==> src/rtl/spi_cfg_pkg.sv <==
// Shared types and constants for the SPI configuration sequencer.
package spi_cfg_pkg;

  typedef enum logic [2:0] {
    IDLE  = 3'd0,
    SETUP = 3'd1,
    SHIFT = 3'd2,
    HOLD  = 3'd3,
    GAP   = 3'd4
  } seq_state_e;

  localparam int   FRAME_BITS    = 16;
  localparam logic SPI_WRITE_BIT = 1'b1;

  localparam logic [6:0] ADDR_EN_OUT_7_0  = 7'd0;
  localparam logic [6:0] ADDR_EN_OUT_15_8 = 7'd1;
  localparam logic [6:0] ADDR_EN_PWM_7_0  = 7'd2;
  localparam logic [6:0] ADDR_EN_PWM_15_8 = 7'd3;
  localparam logic [6:0] ADDR_PWM_DUTY    = 7'd4;
  localparam logic [6:0] MAX_VALID_ADDR   = 7'd4;

  // One buffered write request; 15 bits, the FIFO entry width.
  typedef struct packed {
    logic [6:0] addr;
    logic [7:0] data;
  } spi_req_t;

  // Full on-wire frame: write flag, address, data, sent MSB first.
  function automatic logic [FRAME_BITS-1:0] frame_word(spi_req_t r);
    return {SPI_WRITE_BIT, r.addr, r.data};
  endfunction

endpackage

==> src/rtl/spi_cfg_fifo.sv <==
// Request FIFO: synchronous, power-of-two depth, async active-low reset.
// Reset only clears pointers/count, so buffered contents are discarded.
module spi_cfg_fifo #(
  parameter int WIDTH = 15,
  parameter int DEPTH = 4
) (
  input  logic             clk_i,
  input  logic             rst_n_i,
  input  logic             push_i,
  input  logic [WIDTH-1:0] wdata_i,
  input  logic             pop_i,
  output logic [WIDTH-1:0] rdata_o,
  output logic             full_o,
  output logic             empty_o
);
  localparam int AW = (DEPTH > 1) ? $clog2(DEPTH) : 1;

  logic [WIDTH-1:0] mem_q [DEPTH];
  logic [AW-1:0]    wr_q, rd_q;
  logic [AW:0]      cnt_q;
  logic             do_push, do_pop;

  assign do_push = push_i && !full_o;
  assign do_pop  = pop_i && !empty_o;
  assign full_o  = (cnt_q == (AW+1)'(DEPTH));
  assign empty_o = (cnt_q == '0);
  assign rdata_o = mem_q[rd_q];

  // Pointer and occupancy tracking; push+pop together leaves count unchanged.
  always_ff @(posedge clk_i or negedge rst_n_i) begin
    if (!rst_n_i) begin
      wr_q  <= '0;
      rd_q  <= '0;
      cnt_q <= '0;
    end else begin
      if (do_push) wr_q <= wr_q + 1'b1;
      if (do_pop)  rd_q <= rd_q + 1'b1;
      cnt_q <= cnt_q + (AW+1)'(do_push) - (AW+1)'(do_pop);
    end
  end

  // Storage array, written on accepted pushes only.
  always_ff @(posedge clk_i) begin
    if (do_push) mem_q[wr_q] <= wdata_i;
  end

endmodule

==> src/rtl/spi_config_sequencer.sv <==
// Serialises buffered register writes as 16-bit mode-0 SPI frames.
// Optional build macro SPI_SEQ_ADDR_CHECK_EN: requests with an address
// above MAX_VALID_ADDR are handshaken but dropped, and addr_err pulses.
module spi_config_sequencer
  import spi_cfg_pkg::*;
#(
  parameter int CLK_DIV    = 4,
  parameter int FIFO_DEPTH = 4,
  parameter int NCS_GAP    = 8
) (
  input  logic       clk,
  input  logic       rst_n,
  input  logic       req_valid,
  output logic       req_ready,
  input  logic [6:0] req_addr,
  input  logic [7:0] req_data,
  output logic       ncs,
  output logic       sclk,
  output logic       copi,
  output logic       busy,
  output logic       frame_done,
  output logic       addr_err
);
  localparam logic [7:0] DIV_RLD = 8'(CLK_DIV - 1);
  localparam logic [7:0] GAP_RLD = 8'(NCS_GAP - 1);

  seq_state_e            state_q, state_d;
  logic [7:0]            cnt_q, cnt_d;     // half-period / gap counter
  logic [4:0]            bit_q, bit_d;     // falling edges seen this frame
  logic [FRAME_BITS-1:0] shift_q, shift_d;
  logic                  phase_q, phase_d; // sclk level while in SHIFT
  logic                  done_q, done_d;

  logic        accept, push, pop, fifo_full, fifo_empty;
  logic [14:0] fifo_rdata;
  logic        tick;

  assign accept    = req_valid && req_ready;
  assign req_ready = !fifo_full;
  assign pop       = (state_q == IDLE) && !fifo_empty;
  assign tick      = (cnt_q == 8'd0);

`ifdef SPI_SEQ_ADDR_CHECK_EN
  logic addr_ok, addr_err_q;
  assign addr_ok  = (req_addr <= MAX_VALID_ADDR);
  assign push     = accept && addr_ok;
  assign addr_err = addr_err_q;

  // Flag a rejected request the cycle after it is handshaken.
  always_ff @(posedge clk or negedge rst_n) begin
    if (!rst_n) addr_err_q <= 1'b0;
    else        addr_err_q <= accept && !addr_ok;
  end
`else
  assign push     = accept;
  assign addr_err = 1'b0;
`endif

  spi_cfg_fifo #(.WIDTH(15), .DEPTH(FIFO_DEPTH)) u_fifo (
    .clk_i   (clk),
    .rst_n_i (rst_n),
    .push_i  (push),
    .wdata_i ({req_addr, req_data}),
    .pop_i   (pop),
    .rdata_o (fifo_rdata),
    .full_o  (fifo_full),
    .empty_o (fifo_empty)
  );

  // FSM and datapath state register.
  always_ff @(posedge clk or negedge rst_n) begin
    if (!rst_n) begin
      state_q <= IDLE;
      cnt_q   <= '0;
      bit_q   <= '0;
      shift_q <= '0;
      phase_q <= 1'b0;
      done_q  <= 1'b0;
    end else begin
      state_q <= state_d;
      cnt_q   <= cnt_d;
      bit_q   <= bit_d;
      shift_q <= shift_d;
      phase_q <= phase_d;
      done_q  <= done_d;
    end
  end

  // Next-state: each phase lasts until the down-counter hits zero.
  always_comb begin
    state_d = state_q;
    cnt_d   = tick ? cnt_q : cnt_q - 8'd1;
    bit_d   = bit_q;
    shift_d = shift_q;
    phase_d = phase_q;
    done_d  = 1'b0;
    unique case (state_q)
      IDLE: begin
        cnt_d = DIV_RLD;
        if (!fifo_empty) begin
          state_d = SETUP;
          shift_d = frame_word(spi_req_t'(fifo_rdata));
          bit_d   = '0;
          phase_d = 1'b1;
        end
      end
      SETUP: if (tick) begin
        state_d = SHIFT;
        cnt_d   = DIV_RLD;
        phase_d = 1'b1;
      end
      SHIFT: if (tick) begin
        cnt_d = DIV_RLD;
        if (phase_q) begin
          // falling sclk: advance next bit onto copi
          phase_d = 1'b0;
          shift_d = {shift_q[FRAME_BITS-2:0], 1'b0};
          bit_d   = bit_q + 5'd1;
        end else if (bit_q == 5'(FRAME_BITS)) begin
          state_d = HOLD;
        end else begin
          phase_d = 1'b1;
        end
      end
      HOLD: if (tick) begin
        state_d = GAP;
        cnt_d   = GAP_RLD;
        done_d  = 1'b1;
      end
      GAP: if (tick) state_d = IDLE;
      default: state_d = IDLE;
    endcase
  end

  // Pin outputs decoded from registered state.
  always_comb begin
    ncs  = 1'b1;
    sclk = 1'b0;
    copi = 1'b0;
    busy = pop;
    unique case (state_q)
      SETUP, SHIFT, HOLD: begin
        ncs  = 1'b0;
        copi = shift_q[FRAME_BITS-1];
        sclk = (state_q == SHIFT) && phase_q;
        busy = 1'b1;
      end
      GAP:     busy = 1'b1;
      default: ;
    endcase
  end

  assign frame_done = done_q;

endmodule

==> config.mk <==
export PLATFORM = sky130hd
export DESIGN_NAME = spi_config_sequencer
export DESIGN_NICKNAME = d
export VERILOG_FILES = /design/src/rtl/spi_cfg_pkg.sv /design/src/rtl/spi_cfg_fifo.sv /design/src/rtl/spi_config_sequencer.sv
export SDC_FILE = /design/constraint.sdc
export NUM_CORES = 1
export LEC_CHECK = 0
export BUFFER_PORTS_ARGS = -buffer_cell sky130_fd_sc_hd__buf_2
export CAP_MARGIN = 20
export CORE_UTILIZATION = 53
export CTS_CLUSTER_SIZE = 12
export DETAILED_ROUTE_END_ITERATION = 6
export PLACE_DENSITY_LB_ADDON = 0.12
export SLEW_MARGIN = 30
export SYNTH_ARGS = -nofsm -noshare
export SYNTH_HDL_FRONTEND = slang
export SYNTH_SLANG_ARGS = --single-unit
==> constraint.sdc <==
create_clock -name clk -period 2.9 [get_ports clk]
set_clock_uncertainty 0.1 [all_clocks]
set_input_delay 0.58 -clock clk [delete_from_list [all_inputs] [get_ports clk]]
set_output_delay 0.58 -clock clk [all_outputs]
set_load 0.05 [all_outputs]
# Word level (Yosys, flattened, before mapping)
# Memory sizes are Yosys's and may differ from the RTL's.
# Index checks and enable logic that the tools add are counted.
# totals
regBits	41
memories	1
elab_cells	82
ram_bits	60
inputBits	18
output_inout_bits	7
# mem_list
name	depth	width	rd	rd_clocked_by_memory_dff	write_ports	line	rtl
u_fifo.mem_q	4	15	1	0	1	spi_cfg_fifo.sv:18	logic [WIDTH-1:0] mem_q [DEPTH];
# classes
eq_ne	14
muxes	34
add_sub_neg	6
n_reduce_logical	18
# ops
operator	count
16-bit two-way mux	3
16-bit one-hot mux with 2 select lines	1
8-bit two-way mux	3
8-bit one-hot mux with 3 select lines	1
3-bit two-way mux	7
2-bit inequality test (second input constant)	8
5-bit two-way mux	3
3-bit one-hot mux with 5 select lines	1
1-bit two-way mux	13
5-bit one-hot mux with 2 select lines	1
8-bit zero test	1
4-bit AND reduction	2
8-bit by 1-bit subtractor with 8-bit output (second input constant)	1
7-bit AND reduction	1
3-bit by 2-bit equality test with 1-bit output (second input constant)	2
3-bit equality test (second input constant)	2
3-bit zero test	2
5-bit by 1-bit adder with 5-bit output (second input constant)	1
5-bit equality test (second input constant)	1
1-bit logical AND	5
2-bit by 1-bit adder with 2-bit output (second input constant)	2
4-bit OR reduction	1
3-bit by 1-bit adder with 3-bit output	1
3-bit by 1-bit equality test with 1-bit output (second input constant)	1
7 further kinds	8

# Logic depth before layout (Yosys ltp)
# logic_depth
ltp_word	6
depth_mapped	10
ltp_nobuf	8

# Cells and area by module
# Synthesis repeated with hierarchy kept, for this count alone.
# unflattened
hier_cells	298
area_unflattened_um2	4496.8
# modules_own_cells
module	cells_per_inst	seq_area_each_um2	n_inst	area_each_um2
spi_cfg_fifo	120	1976.9	1	2676.3
spi_config_sequencer	178	850.8	1	1820.5

# Least setup slack after synthesis
# Ideal clock, no wire load.
# synth_timing
kind	reg2reg
from	register u_fifo.cnt_q[1]
to	register u_fifo.cnt_q[2]
stages_incl_launch_ff	10
n_path_buf	1
arrival_ps	2267
required_time_ps	2677
setup_ps	123
slack_ps	411
period_less_slack_ps	2489
path_cell_list	dfrtp_1 > or3_1 > nand2_1 > inv_1 > buf_2 > ha_1 > inv_1 > ha_1 > fa_1 > xnor2_1
# synth_between
word_cells_on_any_way	10
classes_between	add/sub (2); eq/ne (1); reduce/logical (7)
# synth_lines
element	line	rtl
start: declaration	spi_cfg_fifo.sv:20	logic [AW:0] cnt_q;
start signal: assignment	spi_cfg_fifo.sv:38	cnt_q <= cnt_q + (AW+1)'(do_push) - (AW+1)'(do_pop);
3-bit zero test *	spi_cfg_fifo.sv:26	assign empty_o = (cnt_q == '0);
1-bit zero test *	spi_cfg_fifo.sv:24, spi_config_sequencer.sv:40	
1-bit logical AND	spi_config_sequencer.sv:40	assign pop = (state_q == IDLE) && !fifo_empty;
1-bit logical AND *	spi_cfg_fifo.sv:24	assign do_pop = pop_i && !empty_o;
named net u_fifo.do_pop	spi_cfg_fifo.sv:21	logic do_push, do_pop;
3-bit by 1-bit subtractor with 3-bit output *	spi_cfg_fifo.sv:38	
# The timed path passes the listed nets; every way through them passes the cells marked *.
# A chain may end at the register's enable or synchronous reset.

# Worst setup path in the final report
# layout_timing
from	register state_q[0]
to	output port copi
# layout_between
elab_chain_len	3
word_cells_on_any_way	5
classes_between	eq/ne (3); mux (1); reduce/logical (1)
# layout_lines
element	line	rtl
start: declaration	spi_config_sequencer.sv:27	seq_state_e state_q, state_d;
start signal: assignment	spi_config_sequencer.sv:80	state_q <= state_d;
3-bit by 2-bit equality test with 1-bit output / 3-bit by 1-bit equality test with 1-bit output (equally long branches)	spi_config_sequencer.sv:141	unique case (state_q)
3-bit OR reduction *	spi_config_sequencer.sv:141	
1-bit two-way mux *	spi_config_sequencer.sv:141	
end: declaration	spi_config_sequencer.sv:19	output logic copi,
# Mark *: on every way between the ends. The rest lies on a longest branch, timed or not.

==> results_dict.tcl <==
set metrics [dict create \
    synth_compound_area_share_pct 6.344 \
    yosys_warnings 0 \
    synthTopCellsByArea "edfxtp_1 (42%), dfrtp_1 (24%), mux4_2 (7.8%), o221a_2 (3.7%), ha_1 (2.9%)" \
    fillers 603 \
    synthArstFlopShare_pct 40.59 \
    num_vias 2365 \
    h-tree-depth 3 \
    seq_area_frac_synth_pct 65.47 \
    endpoint_kind "primary output" \
    regArea_sq_um 2828 \
    multi_input_area_sq_um 1388 \
    hold_path_class "input pin to async pin" \
    wire_per_inst_um 17.47 \
    cts_buffers 9 \
    start_util_pct 55.32 \
    cts_setup_buffers 0 \
    ant_nets 0 \
    antenna_found_initial 0 \
    grt_max_degree 42 \
    worst_pin_slew_ns 0.7501 \
    finalHoldViolations 0 \
    rsz0062_at_grt "no" \
    diodes 0 \
    synth.area.mux_share_pct 8.575 \
    nets 340 \
    synth_edf_count 60 \
    path_class "flop to primary output" \
    post_cts_resized 0 \
    synth_fa_ha_area_share_pct 3.360 \
    yosys.area.top_type_share_pct 41.71 \
    mappedNetlistNets 308 \
    io_buffers 23 \
    crit_fanout 13 \
    maxSlewHeadroom_pct 49.99 \
    rows 32 \
    io_pins 25 \
    drt-initial-drc-count 82 \
    crit_family "flip-flops" \
    synth_xor_area_share_pct 2.636 \
    yosys_most_used_dff "edfxtp_1" \
    timing.final.crit_share_pct 84.05 \
    drt-pass1-iter-count 4 \
    via_per_inst 5.658 \
    path_cells "nor2_1 -> nor2_1 -> and2_1 -> buf_2" \
    grt_remaining_overflow 0 \
    crit_required_ns 2.22 \
    layout-drive-gt1-share_pct 26.58 \
    dieArea_sq_um 8515 \
    maxCapViolCount 0 \
    worstSetupStartpointType "flop" \
    synthCells 279 \
    fin_ws_ns 0.4626 \
    drcViolationCount 0 \
    core_sq_um 7807 \
    track_usage_pct 19.34 \
    crit_top_cell "nor2_1" \
    crit_path_max_incr_delay_ns 0.59 \
    crit_buf_inv 1 \
    die_y_um 92.28 \
    clk_path_buf_depth 2 \
    grt_pass1_vias 2422 \
    clock_sinks 101 \
    dp.cells 402 \
    synth_top_family_by_area "simple AND/OR/NAND/NOR gates" \
    clk_latency_ns 0.36 \
    fin_crit_ns 2.437 \
    clk_pin_slew_ns 0.10 \
    setup_viol 0 \
    die-width_um 92.28 \
    drt-total-wl_mm 7.301 \
    gp_congestion 0.7614 \
    timing.hold.ws_ns 0.08040 \
    clockRootBuffer "clkbuf_8" \
    power.density_nw_per_um2 653.6 \
    fmax_ghz 0.4103 \
    total_leakage_power_nw 1.853 \
    pre_cts_slack_ns 0.5436 \
    synth_simple_gate_area_share_pct 11.12 \
    synth_cell_types 41 \
    status "completed" \
    cts_tree "yes" \
    layout.cells.non_filler 418 \
    finalSetupTns_ns 0 \
    vdd.ir_drop.worst_v 0.0002998 \
    grt_pass1_wl_mm 12.07 \
    hold_buffers 0 \
    syn_area_sq_um 4319 \
    yosys.area.top_type "edfxtp_1" \
    crit_slowest_cell "dfrtp_1" \
    area_delta_synth_final_pct 10.86 \
    drv_slew 0 \
    dp.final_hpwl_mm 4.681 \
    synth.ff_latch_count 101 \
    arrival_ns 1.76 \
    avgSynthCellArea_sq_um 15.48 \
]
[cell type report]
class,instances,share of cell area (%)
Sequential cell,101,59.05
Multi-Input combinational cell,154,28.98
Clock buffer,10,2.665
Inverter,13,1.019
Timing Repair Buffer,32,3.867
Clock inverter,6,1.751
Tap cell,102,2.665
[stage by stage]
| stage | power [mW] | utilization, % | area (sq um) |
|---|---|---|---|
| 2_1_floorplan | 2.100 | - | 4319 |
| 3_3_place_gp | 2.239 | 58.59 | 4574 |
| 3_5_place_dp | 2.265 | 58.59 | 4574 |
| 4_1_cts | 3.170 | 61.30 | 4786 |
| 5_1_grt | 3.267 | 61.33 | 4788 |
| 6_report | 3.130 | 61.33 | 4788 |
[path summary, 6_finish.rpt]
kind | startpoint | to | slack, ns | cells past startpoint
worst max-delay path | state_q[0] | copi | 0.46 | 4
worst min-delay path | rst_n | shift_q[3] | 0.08 | 1
worst max register to register | u_fifo.cnt_q[1] | u_fifo.cnt_q[2] | 0.55 | 8
worst min register to register | shift_q[15] | shift_q[15] | 0.42 | 1
max in group asynchronous | rst_n | shift_q[6] | 2.23 | 1
min in group clk | req_addr[2] | u_fifo.mem_q[1][10] | 0.32 | 1
[synthesized netlist by cell type (6+ instances only)]
| cell | instances |
|---|---|
| nor2_1 | 17 |
| ha_1 | 10 |
| dfrtp_1 | 41 |
| inv_1 | 13 |
| nand2b_1 | 15 |
| nand3_1 | 10 |
| o221a_2 | 14 |
| nand2_1 | 15 |
| xnor2_1 | 6 |
| edfxtp_1 | 60 |
| xor2_1 | 7 |
| mux4_2 | 15 |
[power by group]
| part | leakage (nW) | switching (mW) | internal, mW |
|---|---|---|---|
| Clock | 0.105 | 0.493 | 0.417 |
| Sequential | 1.06 | 0.0580 | 1.75 |
| Combinational | 0.691 | 0.247 | 0.165 |
[worst reg2reg max path: cells and delay by family (launching register included)]
kind | cells | cell delay (ns)
xor+xnor | 1 | 0.14
fa+ha+maj | 3 | 0.83
buf+inv | 2 | 0.13
flops | 1 | 0.41
simple gates | 2 | 0.65
[state kept, by name, summed over array words and instances (netlist names)]
name and cells:
u_fifo.mem_q 60, u_fifo.cnt_q 3, cnt_q 8, u_fifo.wr_q 2, bit_q 5, state_q 3
frame_done 1, u_fifo.rd_q 2, shift_q 16, phase_q 1
[layer usage]
metal | vias to the layer above | share of wire (%) | wire length (um) | track usage [%]
met5 | - | 0 | 0 | 0
met3 | 13 | 3.7 | 270 | 5.307
met2 | 44 | 51 | 3692 | 32.84
met1 | 1203 | 44 | 3212 | 23.91
met4 | 0 | 1.7 | 126 | 6.641
li1 | 1105 | - | - | -
[cells by family after synthesis]
logic type               after synthesis
multiplexers                          18
XOR/XNOR                              13
AND/OR/NAND/NOR                       80
buffers and inverters                 24
flip-flops                           101
other                                  1
AO/OA/AOI/OAI                         31
adder cells (fa/ha/maj)               11
[layout by cell type, fill, tap and decap left out, types with 6 or more instances in the layout]
cell | netlist | layout
clkbuf_8 | 0 | 9
nor2_1 | 17 | 17
buf_2 | 5 | 22
xnor2_1 | 6 | 6
ha_1 | 10 | 10
inv_1 | 13 | 13
buf_4 | 2 | 10
o221a_2 | 14 | 14
mux4_2 | 15 | 15
xor2_1 | 7 | 7
edfxtp_1 | 60 | 60
nand3_1 | 10 | 10
nand2b_1 | 15 | 15
dfrtp_1 | 41 | 41
nand2_1 | 15 | 15
(Power assumes the default switching activity.)
